$ cat config.mk
export PLATFORM = sky130hd
export DESIGN_NAME = complete_cdb_arbiter
export DESIGN_NICKNAME = d
export VERILOG_FILES = /design/src/rtl/complete_cdb_arbiter.sv
export SDC_FILE = /design/constraint.sdc
export NUM_CORES = 2
export LEC_CHECK = 0
export CAP_MARGIN = 5
export CELL_PAD_IN_SITES_DETAIL_PLACEMENT = 1
export CELL_PAD_IN_SITES_GLOBAL_PLACEMENT = 2
export CORE_MARGIN = 2
export CORE_UTILIZATION = 35
export CTS_CLUSTER_DIAMETER = 100
export DETAILED_ROUTE_END_ITERATION = 10
export PLACE_DENSITY_LB_ADDON = 0.1
export SLEW_MARGIN = 20
export SYNTH_ARGS = -nofsm -noshare
export SYNTH_HDL_FRONTEND = slang
export SYNTH_SLANG_ARGS = --single-unit
$ cat constraint.sdc
create_clock -name clock -period 9.2 [get_ports clock]
set_input_delay 1.38 -clock clock [delete_from_list [all_inputs] [get_ports clock]]
set_output_delay 1.38 -clock clock [all_outputs]
set_load 0.05 [all_outputs]
$ cat src/rtl/complete_cdb_arbiter.sv
// complete_cdb_arbiter
//   Complete stage between the functional units and the ROB/CDB. Each FU
//   channel has a small result FIFO. Every cycle up to CDB_WIDTH FIFO heads
//   are granted round-robin (one per FU at most) and are presented on
//   registered CDB tag-broadcast and ROB completion ports on the next cycle.
//   flush squashes every buffered and outgoing result.
//
// Ports
//   clock, reset              clock, asynchronous active-high reset
//   flush                     synchronous squash of FIFOs, outputs and rr pointer
//   fu_valid / fu_ready       per-FU ready/valid handshake
//   fu_pr_idx, fu_rob_idx,    per-FU result fields, packed with FU i in slice i
//   fu_dest_value, fu_take_branch, fu_target_pc
//   cdb_valid, cdb_t_idx      per-port tag broadcast (suppressed for branches / tag 0)
//   rob_complete, rob_idx,    per-port ROB completion packet
//   rob_dest_value, rob_precise_state_enable, rob_target_pc, rob_pr_idx
module complete_cdb_arbiter #(
   parameter int unsigned NUM_FU    = 4,
   parameter int unsigned CDB_WIDTH = 2,
   parameter int unsigned BUF_DEPTH = 2,
   parameter int unsigned PR_IDX_W  = 6,
   parameter int unsigned ROB_IDX_W = 5,
   parameter int unsigned DATA_W    = 32
) (
   input  logic                          clock,
   input  logic                          reset,
   input  logic                          flush,
   input  logic [NUM_FU-1:0]             fu_valid,
   output logic [NUM_FU-1:0]             fu_ready,
   input  logic [NUM_FU*PR_IDX_W-1:0]    fu_pr_idx,
   input  logic [NUM_FU*ROB_IDX_W-1:0]   fu_rob_idx,
   input  logic [NUM_FU*DATA_W-1:0]      fu_dest_value,
   input  logic [NUM_FU-1:0]             fu_take_branch,
   input  logic [NUM_FU*DATA_W-1:0]      fu_target_pc,
   output logic [CDB_WIDTH-1:0]          cdb_valid,
   output logic [CDB_WIDTH*PR_IDX_W-1:0] cdb_t_idx,
   output logic [CDB_WIDTH-1:0]          rob_complete,
   output logic [CDB_WIDTH*ROB_IDX_W-1:0] rob_idx,
   output logic [CDB_WIDTH*DATA_W-1:0]   rob_dest_value,
   output logic [CDB_WIDTH-1:0]          rob_precise_state_enable,
   output logic [CDB_WIDTH*DATA_W-1:0]   rob_target_pc,
   output logic [CDB_WIDTH*PR_IDX_W-1:0] rob_pr_idx
);

   localparam int unsigned PTR_W = (BUF_DEPTH > 1) ? $clog2(BUF_DEPTH) : 1;
   localparam int unsigned CNT_W = $clog2(BUF_DEPTH + 1);
   localparam int unsigned RR_W  = (NUM_FU > 1) ? $clog2(NUM_FU) : 1;

   typedef struct packed {
      logic [PR_IDX_W-1:0]  pr;
      logic [ROB_IDX_W-1:0] rob;
      logic [DATA_W-1:0]    value;
      logic                 take_branch;
      logic [DATA_W-1:0]    target_pc;
   } entry_t;

   entry_t           mem   [NUM_FU][BUF_DEPTH];
   logic [PTR_W-1:0] head  [NUM_FU];
   logic [PTR_W-1:0] tail  [NUM_FU];
   logic [CNT_W-1:0] count [NUM_FU];
   logic [RR_W-1:0]  rr_ptr;

   logic [NUM_FU-1:0]    enq;
   logic [NUM_FU-1:0]    deq;
   entry_t               in_entry  [NUM_FU];
   logic [RR_W-1:0]      port_fu   [CDB_WIDTH];
   logic [CDB_WIDTH-1:0] port_used;
   entry_t               grant_e   [CDB_WIDTH];
   logic [RR_W-1:0]      rr_next;

   // Ready looks only at the registered count; a same-cycle dequeue does not help.
   always_comb begin
      for (int unsigned i = 0; i < NUM_FU; i++) begin
         fu_ready[i] = (count[i] < CNT_W'(BUF_DEPTH));
         enq[i]      = fu_valid[i] && fu_ready[i] && !flush;
         in_entry[i] = '{pr:          fu_pr_idx[i*PR_IDX_W +: PR_IDX_W],
                         rob:         fu_rob_idx[i*ROB_IDX_W +: ROB_IDX_W],
                         value:       fu_dest_value[i*DATA_W +: DATA_W],
                         take_branch: fu_take_branch[i],
                         target_pc:   fu_target_pc[i*DATA_W +: DATA_W]};
      end
   end

   // Round-robin scan starting at rr_ptr; grants fill ports 0,1,... in scan order.
   always_comb begin
      int unsigned n;
      int unsigned idx;
      n         = 0;
      idx       = 0;
      deq       = '0;
      port_used = '0;
      rr_next   = rr_ptr;
      for (int unsigned p = 0; p < CDB_WIDTH; p++) port_fu[p] = '0;
      for (int unsigned k = 0; k < NUM_FU; k++) begin
         idx = 32'(rr_ptr) + k;
         if (idx >= NUM_FU) idx = idx - NUM_FU;
         if (count[idx] != '0 && n < CDB_WIDTH) begin
            deq[idx]     = 1'b1;
            port_fu[n]   = RR_W'(idx);
            port_used[n] = 1'b1;
            n            = n + 1;
            rr_next      = (idx == NUM_FU - 1) ? '0 : RR_W'(idx + 1);
         end
      end
      for (int unsigned p = 0; p < CDB_WIDTH; p++)
         grant_e[p] = mem[port_fu[p]][head[port_fu[p]]];
   end

   always_ff @(posedge clock) begin
      for (int unsigned i = 0; i < NUM_FU; i++)
         if (enq[i]) mem[i][tail[i]] <= in_entry[i];
   end

   always_ff @(posedge clock or posedge reset) begin
      if (reset) begin
         for (int unsigned i = 0; i < NUM_FU; i++) begin
            head[i]  <= '0;
            tail[i]  <= '0;
            count[i] <= '0;
         end
         rr_ptr <= '0;
      end else begin
         for (int unsigned i = 0; i < NUM_FU; i++) begin
            if (flush) begin
               head[i]  <= '0;
               tail[i]  <= '0;
               count[i] <= '0;
            end else begin
               if (enq[i]) tail[i] <= tail[i] + PTR_W'(1);
               if (deq[i]) head[i] <= head[i] + PTR_W'(1);
               if (enq[i] && !deq[i])      count[i] <= count[i] + CNT_W'(1);
               else if (deq[i] && !enq[i]) count[i] <= count[i] - CNT_W'(1);
            end
         end
         rr_ptr <= flush ? '0 : rr_next;
      end
   end

   // Outputs default to zero every cycle; granted ports are filled unless flushing.
   always_ff @(posedge clock or posedge reset) begin
      if (reset) begin
         cdb_valid                <= '0;
         cdb_t_idx                <= '0;
         rob_complete             <= '0;
         rob_idx                  <= '0;
         rob_dest_value           <= '0;
         rob_precise_state_enable <= '0;
         rob_target_pc            <= '0;
         rob_pr_idx               <= '0;
      end else begin
         cdb_valid                <= '0;
         cdb_t_idx                <= '0;
         rob_complete             <= '0;
         rob_idx                  <= '0;
         rob_dest_value           <= '0;
         rob_precise_state_enable <= '0;
         rob_target_pc            <= '0;
         rob_pr_idx               <= '0;
         if (!flush) begin
            for (int unsigned p = 0; p < CDB_WIDTH; p++) begin
               if (port_used[p]) begin
                  rob_complete[p]                          <= 1'b1;
                  rob_idx[p*ROB_IDX_W +: ROB_IDX_W]        <= grant_e[p].rob;
                  rob_dest_value[p*DATA_W +: DATA_W]       <= grant_e[p].value;
                  rob_precise_state_enable[p]              <= grant_e[p].take_branch;
                  rob_target_pc[p*DATA_W +: DATA_W]        <= grant_e[p].target_pc;
                  rob_pr_idx[p*PR_IDX_W +: PR_IDX_W]       <= grant_e[p].pr;
                  if (!grant_e[p].take_branch && grant_e[p].pr != '0) begin
                     cdb_valid[p]                          <= 1'b1;
                     cdb_t_idx[p*PR_IDX_W +: PR_IDX_W]     <= grant_e[p].pr;
                  end
               end
            end
         end
      end
   end

endmodule

-- Word-level counts from Yosys, hierarchy flattened
Memories as Yosys holds them, arrays and structs flattened.
Index checks and enable logic that the tools add are counted.
- register bits: 186
- bits in writable memories: 608
- output and inout port bits: 172
- word-level logic and storage cells: 335
- memories kept: 1
- memory list (memory ; depth ; width ; rd ports ; clocked after memory_dff ; write ports ; RTL line ; source):
    mem ; 4 ; 152 ; 2 ; 0 ; 4 ; 57 ; entry_t mem [NUM_FU][BUF_DEPTH];
- add/subtract/negate cells: 29
- magnitude comparators: 47
- eq/ne operators: 4
- multiplexer cells: 147
- bitwise logic cells: 21
- reductions and logical operators: 65
- operators with widths (cell ; count):
    two-way mux 76 bit ; 10
    two-way mux 152 bit ; 4
    two-way mux 32 bit ; 10
    demux 76 bit (select 1 bit) ; 4
    inverter 32 -> 33 bit ; 7
    >= comparator 32 x 1 -> 1 bit, second input constant ; 7
    < comparator 32 x 2 -> 1 bit, second input constant ; 6
    >= comparator 33 x 3 -> 1 bit, second input constant ; 4
    == test 32 x 2 -> 1 bit, second input constant ; 4
    < comparator 32 x 3 -> 1 bit, second input constant ; 4
    two-way mux 64 bit ; 2
    >= comparator 33 x 2 -> 1 bit, second input constant ; 3
    < comparator 33 x 1 -> 1 bit, second input constant ; 3
    two-way mux 2 bit ; 39
    adder 32 x 1 -> 32 bit, second input constant ; 2
    two-way mux 1 bit ; 41
    two-way mux 6 bit ; 6
    logical AND 1 bit ; 35
    two-way mux 4 bit ; 7
    two-way mux 12 bit ; 2
    nonzero test 2 bit ; 12
    adder 2 x 1 -> 2 bit, second input constant ; 8
    binary-select mux 2 bit (select 2 bit) ; 4
    >= comparator 3 bit, second input constant ; 5
    other kinds (26) ; 84

-- Logic depth before layout (Yosys ltp)
- word-level depth: 34
- mapped depth: 24

-- Worst setup path after synthesis
No wires, ideal clock.
- kind: input -> register
- from: input flush
- to: memory mem[0][0] (netlist name) (enable)
- library setup time: 619 ps
- arrival: 7166 ps
- required time: 8581 ps
- path slack: 1415 ps
- stages on the path: 2
- buffers on the path: 1
- cells stage by stage: clkbuf_1 nor3b_1
- RTL lines (item ; RTL line ; source):
    start: declaration ; 27 ; input logic flush,
    end: declaration ; 57 ;

-- Worst setup path in the final report
- from: register rr_ptr[0]
- to: register rob_dest_value[28]
- cells in the longest elaborated chain, start to end: 31
- RTL lines (item ; RTL line ; source):
    start: declaration ; 61 ; logic [RR_W-1:0] rr_ptr;
    start signal: assignment ; 135 ; rr_ptr <= flush ? '0 : rr_next;
    subtractor 2 x 3 -> 4 bit / >= comparator 2 x 3 -> 1 bit (equally long branches) ; 96 ; if (idx >= NUM_FU) idx = idx - NUM_FU;
    two-way mux 32 bit ; 96 ;
    inverter 32 -> 33 bit (implied by the code) ; 97 ; if (count[idx] != '0 && n < CDB_WIDTH) begin
    binary-select mux 2 bit (select 2 bit) ; 97 ;
    two-way mux 2 bit (implied by the code) (2 in a row) ; 97 ;
    nonzero test 2 bit ; 97 ;
    two-way mux 1 bit ; 97 ;
    < comparator 32 x 2 -> 1 bit ; 97, 100 ;
    [... 11 more ...] ; -- ;
    two-way mux 4 bit ; 97 ;
    inverter 2 -> 3 bit (implied by the code) ; 106 ; grant_e[p] = mem[port_fu[p]][head[port_fu[p]]];
    binary-select mux 1 bit (select 2 bit) ; 106 ;
    two-way mux 1 bit (implied by the code) (2 in a row) ; 106 ;
    inverter 1 -> 2 bit (implied by the code) ; 106 ;
    two-way mux 76 bit (implied by the code) (3 in a row) ; 106 ;
    two-way mux 32 bit (*) ; 161 ; if (port_used[p]) begin
    two-way mux 64 bit (*) ; 159 ; if (!flush) begin
    end signal: indexed assignment ; 164 ; rob_dest_value[p*DATA_W +: DATA_W] <= grant_e[p].value;
    end: declaration ; 39 ; output logic [CDB_WIDTH*DATA_W-1:0] rob_dest_value,
Mark *: on every way between the ends. The rest lies on a longest branch, timed or not. The select of a mux whose other input is x is not followed.
A chain may end at the register's enable or synchronous reset.

==> flow_metrics.py <==
metrics = {
    "outcome": {
        "status": "complete, no violations",
    },
    "cts": {
        "cts-htree-levels": 3,
        "clk-insertion-delay-late_ns": 0.69,
        "cts_buffers": 93,
        "cts.clk_slew.worst_paths_ns": 0.06,
        "postCtsSetupRepairBufs": 0,
        "cts_root_buf": "clkbuf_16",
        "clock_sinks": 794,
        "cts_resized": 0,
        "ctsHoldBuffers": 0,
        "cts_tree": "built",
        "clockBufferDepth": 3,
    },
    "logic_synthesis": {
        "synthFlopType": "edfxtp_1",
        "synth_seq_area_share_pct": 62.8,
        "synth.distinct_cells": 77,
        "synth_most_common_cell": "nand2_1",
        "ys_ff_latch": 794,
        "yosys_warnings": 0,
        "synth_top_area_share_pct": 50.0,
        "syn_area_per_cell_um2": 9.88,
        "syn-instance-count": 3692,
        "synthTopCellsByCount": "nand2_1, nand3_1, edfxtp_1",
        "syn-num-nets": 4014,
        "synthArstFlopShare_pct": 23.4,
        "netlist_area_mm2": 0.0365,
        "synth.largest_area_cell": "edfxtp_1",
        "synth.area.top_cells": "edfxtp_1, dfrtp_1, nand2_1",
        "synth-edff-count": 608,
    },
    "floorplanning": {
        "floorplan.io_pins": 483,
        "die-width_um": 327,
        "die_h_um": 327,
        "coreArea_mm2": 0.103,
        "die_area_mm2": 0.107,
        "floorplan.rows": 118,
        "initial_utilization_pct": 35.3,
    },
    "global_route": {
        "antenna_found_initial": 38,
        "globalRouteOverflowTotal": 0,
        "grt_max_degree": 182,
        "grt.total_usage_pct": 27.7,
        "grt_pass1_vias": 31500,
        "grt_pass1_wl_mm": 217,
    },
    "sta": {
        "drv_slew": 0,
        "relSlewSlack_pct": 23.5,
        "tightest_slew_ns": 1.15,
        "rsz0062_at_grt": "false",
        "period_share_pct": 82.7,
        "finClkSkew_ns": 0.0414,
        "setup_violations": 0,
        "finalHoldViolCount": 0,
        "finalCriticalPeriod_ns": 7.60,
        "fin_setup_tns_ns": 0,
        "fmax_mhz": 131,
    },
    "critical_path": {
        "cp-start-kind": "flip-flop",
        "cpMaxStageDelayCell": "mux4_2",
        "reg2reg_depth": 17,
        "reg2reg_to": "rob_dest_value[28]$_DFF_PP0_",
        "cp-end-kind": "flip-flop",
        "required_ns": 9.79,
        "cp_common_cell": "ha_1",
        "crit_buf_inv": 3,
        "worst_ep_arrival_time_ns": 8.19,
        "reg2reg_slack_ns": 1.60,
        "crit_type": "flip-flop to flip-flop",
        "critPathMaxStageDelay_ns": 0.75,
        "r2r-start": "rr_ptr[0]$_DFFE_PP0P_",
        "cp_max_fo": 48,
        "cp_top_family": "compound AO/OA/AOI/OAI gates",
        "worstPathCellList": "inv_2 > ha_1 > mux4_2 > ha_1 > nor3_1 > and2_1 > fa_1 > or3_1 > a211oi_1 > nor4_1 > a31oi_4 > buf_4 > a221o_1 > a32o_4 > buf_12 > nand3_1 > a21oi_1",
    },
    "drt": {
        "wl_mm": 149,
        "dr.pass1.iters": 5,
        "via_per_inst": 5.48,
        "num_vias": 30300,
        "drc": 0,
        "wl_per_cell_um": 27.0,
        "route.antenna.remaining_nets": 0,
        "drt-initial-drc-count": 2613,
    },
    "placement": {
        "place_congestion": 0.813,
        "dp_hpwl_mm": 86.3,
        "io_buffers": 482,
    },
    "job": {
        "cap_viol_max_count": 0,
    },
    "worst_hold_path": {
        "holdCritStartpoint": "tail[2]$_DFFE_PP0P_",
        "hp-class": "flip-flop to flip-flop",
        "whs_endpoint": "tail[2]$_DFFE_PP0P_",
        "hold_depth": 2,
    },
    "final_layout": {
        "seq_area_mm2": 0.0229,
        "utilization_pct": 44.6,
        "syn_to_final_growth_pct": 26.4,
        "drive_gt1_share_pct": 6.19,
        "multiInputGateArea_mm2": 0.0126,
        "fin_nets": 4363,
        "fill_cells": 11400,
    },
}
## per-stage QoR
stage	cells	hold slack, ns	cell area [µm²]	setup WS, ns
3_5_place_dp	5326	0.575	42700	1.71
5_1_grt	5524	0.631	46100	1.18
6_report	5524	0.584	46100	1.60
3_3_place_gp	5326	0.555	42700	1.84
4_1_cts	5502	0.591	46100	1.68
2_1_floorplan	3692	0.518	36500	1.41
## placed cells by master (no fill, tap or decap), types with 7 or more instances in the layout
master / n
a211oi_1: 14
a21oi_1: 176
a31oi_1: 7
buf_12: 15
buf_4: 38
bufinv_16: 17
clkbuf_1: 16
clkbuf_16: 95
clkbuf_8: 13
clkdlybuf4s50_1: 482
clkinv_2: 19
dfrtp_1: 185
diode_2: 22
edfxtp_1: 608
ha_1: 10
inv_1: 21
mux2i_1: 28
nand2_1: 1166
nand2b_1: 8
nand3_1: 841
nor2_1: 68
nor3_1: 43
o211ai_1: 7
o21ai_0: 37
o31ai_1: 11
o32ai_1: 12
or3_1: 9
xnor2_1: 12
## routing by layer
| metal | vias up | global-route usage (%) | wire (µm) |
|---|---|---|---|
| met4 | 26 | 11.0 | 4720 |
| li1 | 13700 | - | - |
| met1 | 15200 | 37.2 | 65200 |
| met5 | - | 0 | 165 |
| met2 | 1003 | 43.9 | 69600 |
| met3 | 255 | 5.65 | 9590 |
## worst max-delay path by stage
stage | from | end | depth (start not counted)
floorplan | flush | mem[0][0]$_DFFE_PP_ | 2
global placement | rr_ptr[0]$_DFFE_PP0P_ | rob_target_pc[8]$_DFF_PP0_ | 17
detailed placement | rr_ptr[0]$_DFFE_PP0P_ | rob_dest_value[28]$_DFF_PP0_ | 17
CTS | rr_ptr[0]$_DFFE_PP0P_ | rob_dest_value[25]$_DFF_PP0_ | 17
global route | rr_ptr[0]$_DFFE_PP0P_ | cdb_valid[0]$_DFF_PP0_ | 17
finish | rr_ptr[0]$_DFFE_PP0P_ | rob_dest_value[28]$_DFF_PP0_ | 17
## flip-flops by register name, summed over array words and instances (netlist names)
register	cells
head	4
tail	4
rob_dest_value	64
rob_idx	10
rr_ptr	2
count	8
rob_complete	2
cdb_t_idx	12
rob_pr_idx	12
rob_target_pc	64
rob_precise_state_enable	2
mem	608
cdb_valid	2
## cell families (layout without fill, tap and decap cells)
kind of cell / Yosys count / count (layout) / synth area share (%)
flops: 794 / 794 / 62.8
simple gates: 2186 / 2186 / 26.1
compound gates: 342 / 342 / 5.97
buf+inv: 304 / 734 / 3.24
mux: 37 / 37 / 1.10
other cells: 0 / 22 / 0
fa+ha+maj: 11 / 11 / 0.398
xor+xnor: 18 / 18 / 0.432
## final cells by class
| cell class | instances | area share [%] |
|---|---|---|
| Clock buffer | 124 | 5.67 |
| Multi-Input combinational cell | 2594 | 27.2 |
| Inverter | 23 | 0.203 |
| Timing Repair Buffer | 535 | 11.7 |
| Antenna cell | 22 | 0.119 |
| Sequential cell | 794 | 49.7 |
| Tap cell | 1380 | 3.74 |
| Clock inverter | 52 | 1.61 |
## worst reg2reg max path, cell delays in order, from the launching register on
cell      delay [ns]
dfrtp_4         0.73
inv_2           0.47
ha_1            0.72
mux4_2          0.75
ha_1            0.35
nor3_1          0.19
and2_1          0.38
fa_1            0.52
or3_1           0.33
a211oi_1        0.40
nor4_1          0.21
a31oi_4         0.32
buf_4           0.49
a221o_1         0.28
a32o_4          0.62
buf_12          0.43
nand3_1         0.17
a21oi_1         0.18
Power is not shown: default switching activity piles up to over one toggle a cycle in this logic, so the estimate is an artifact.
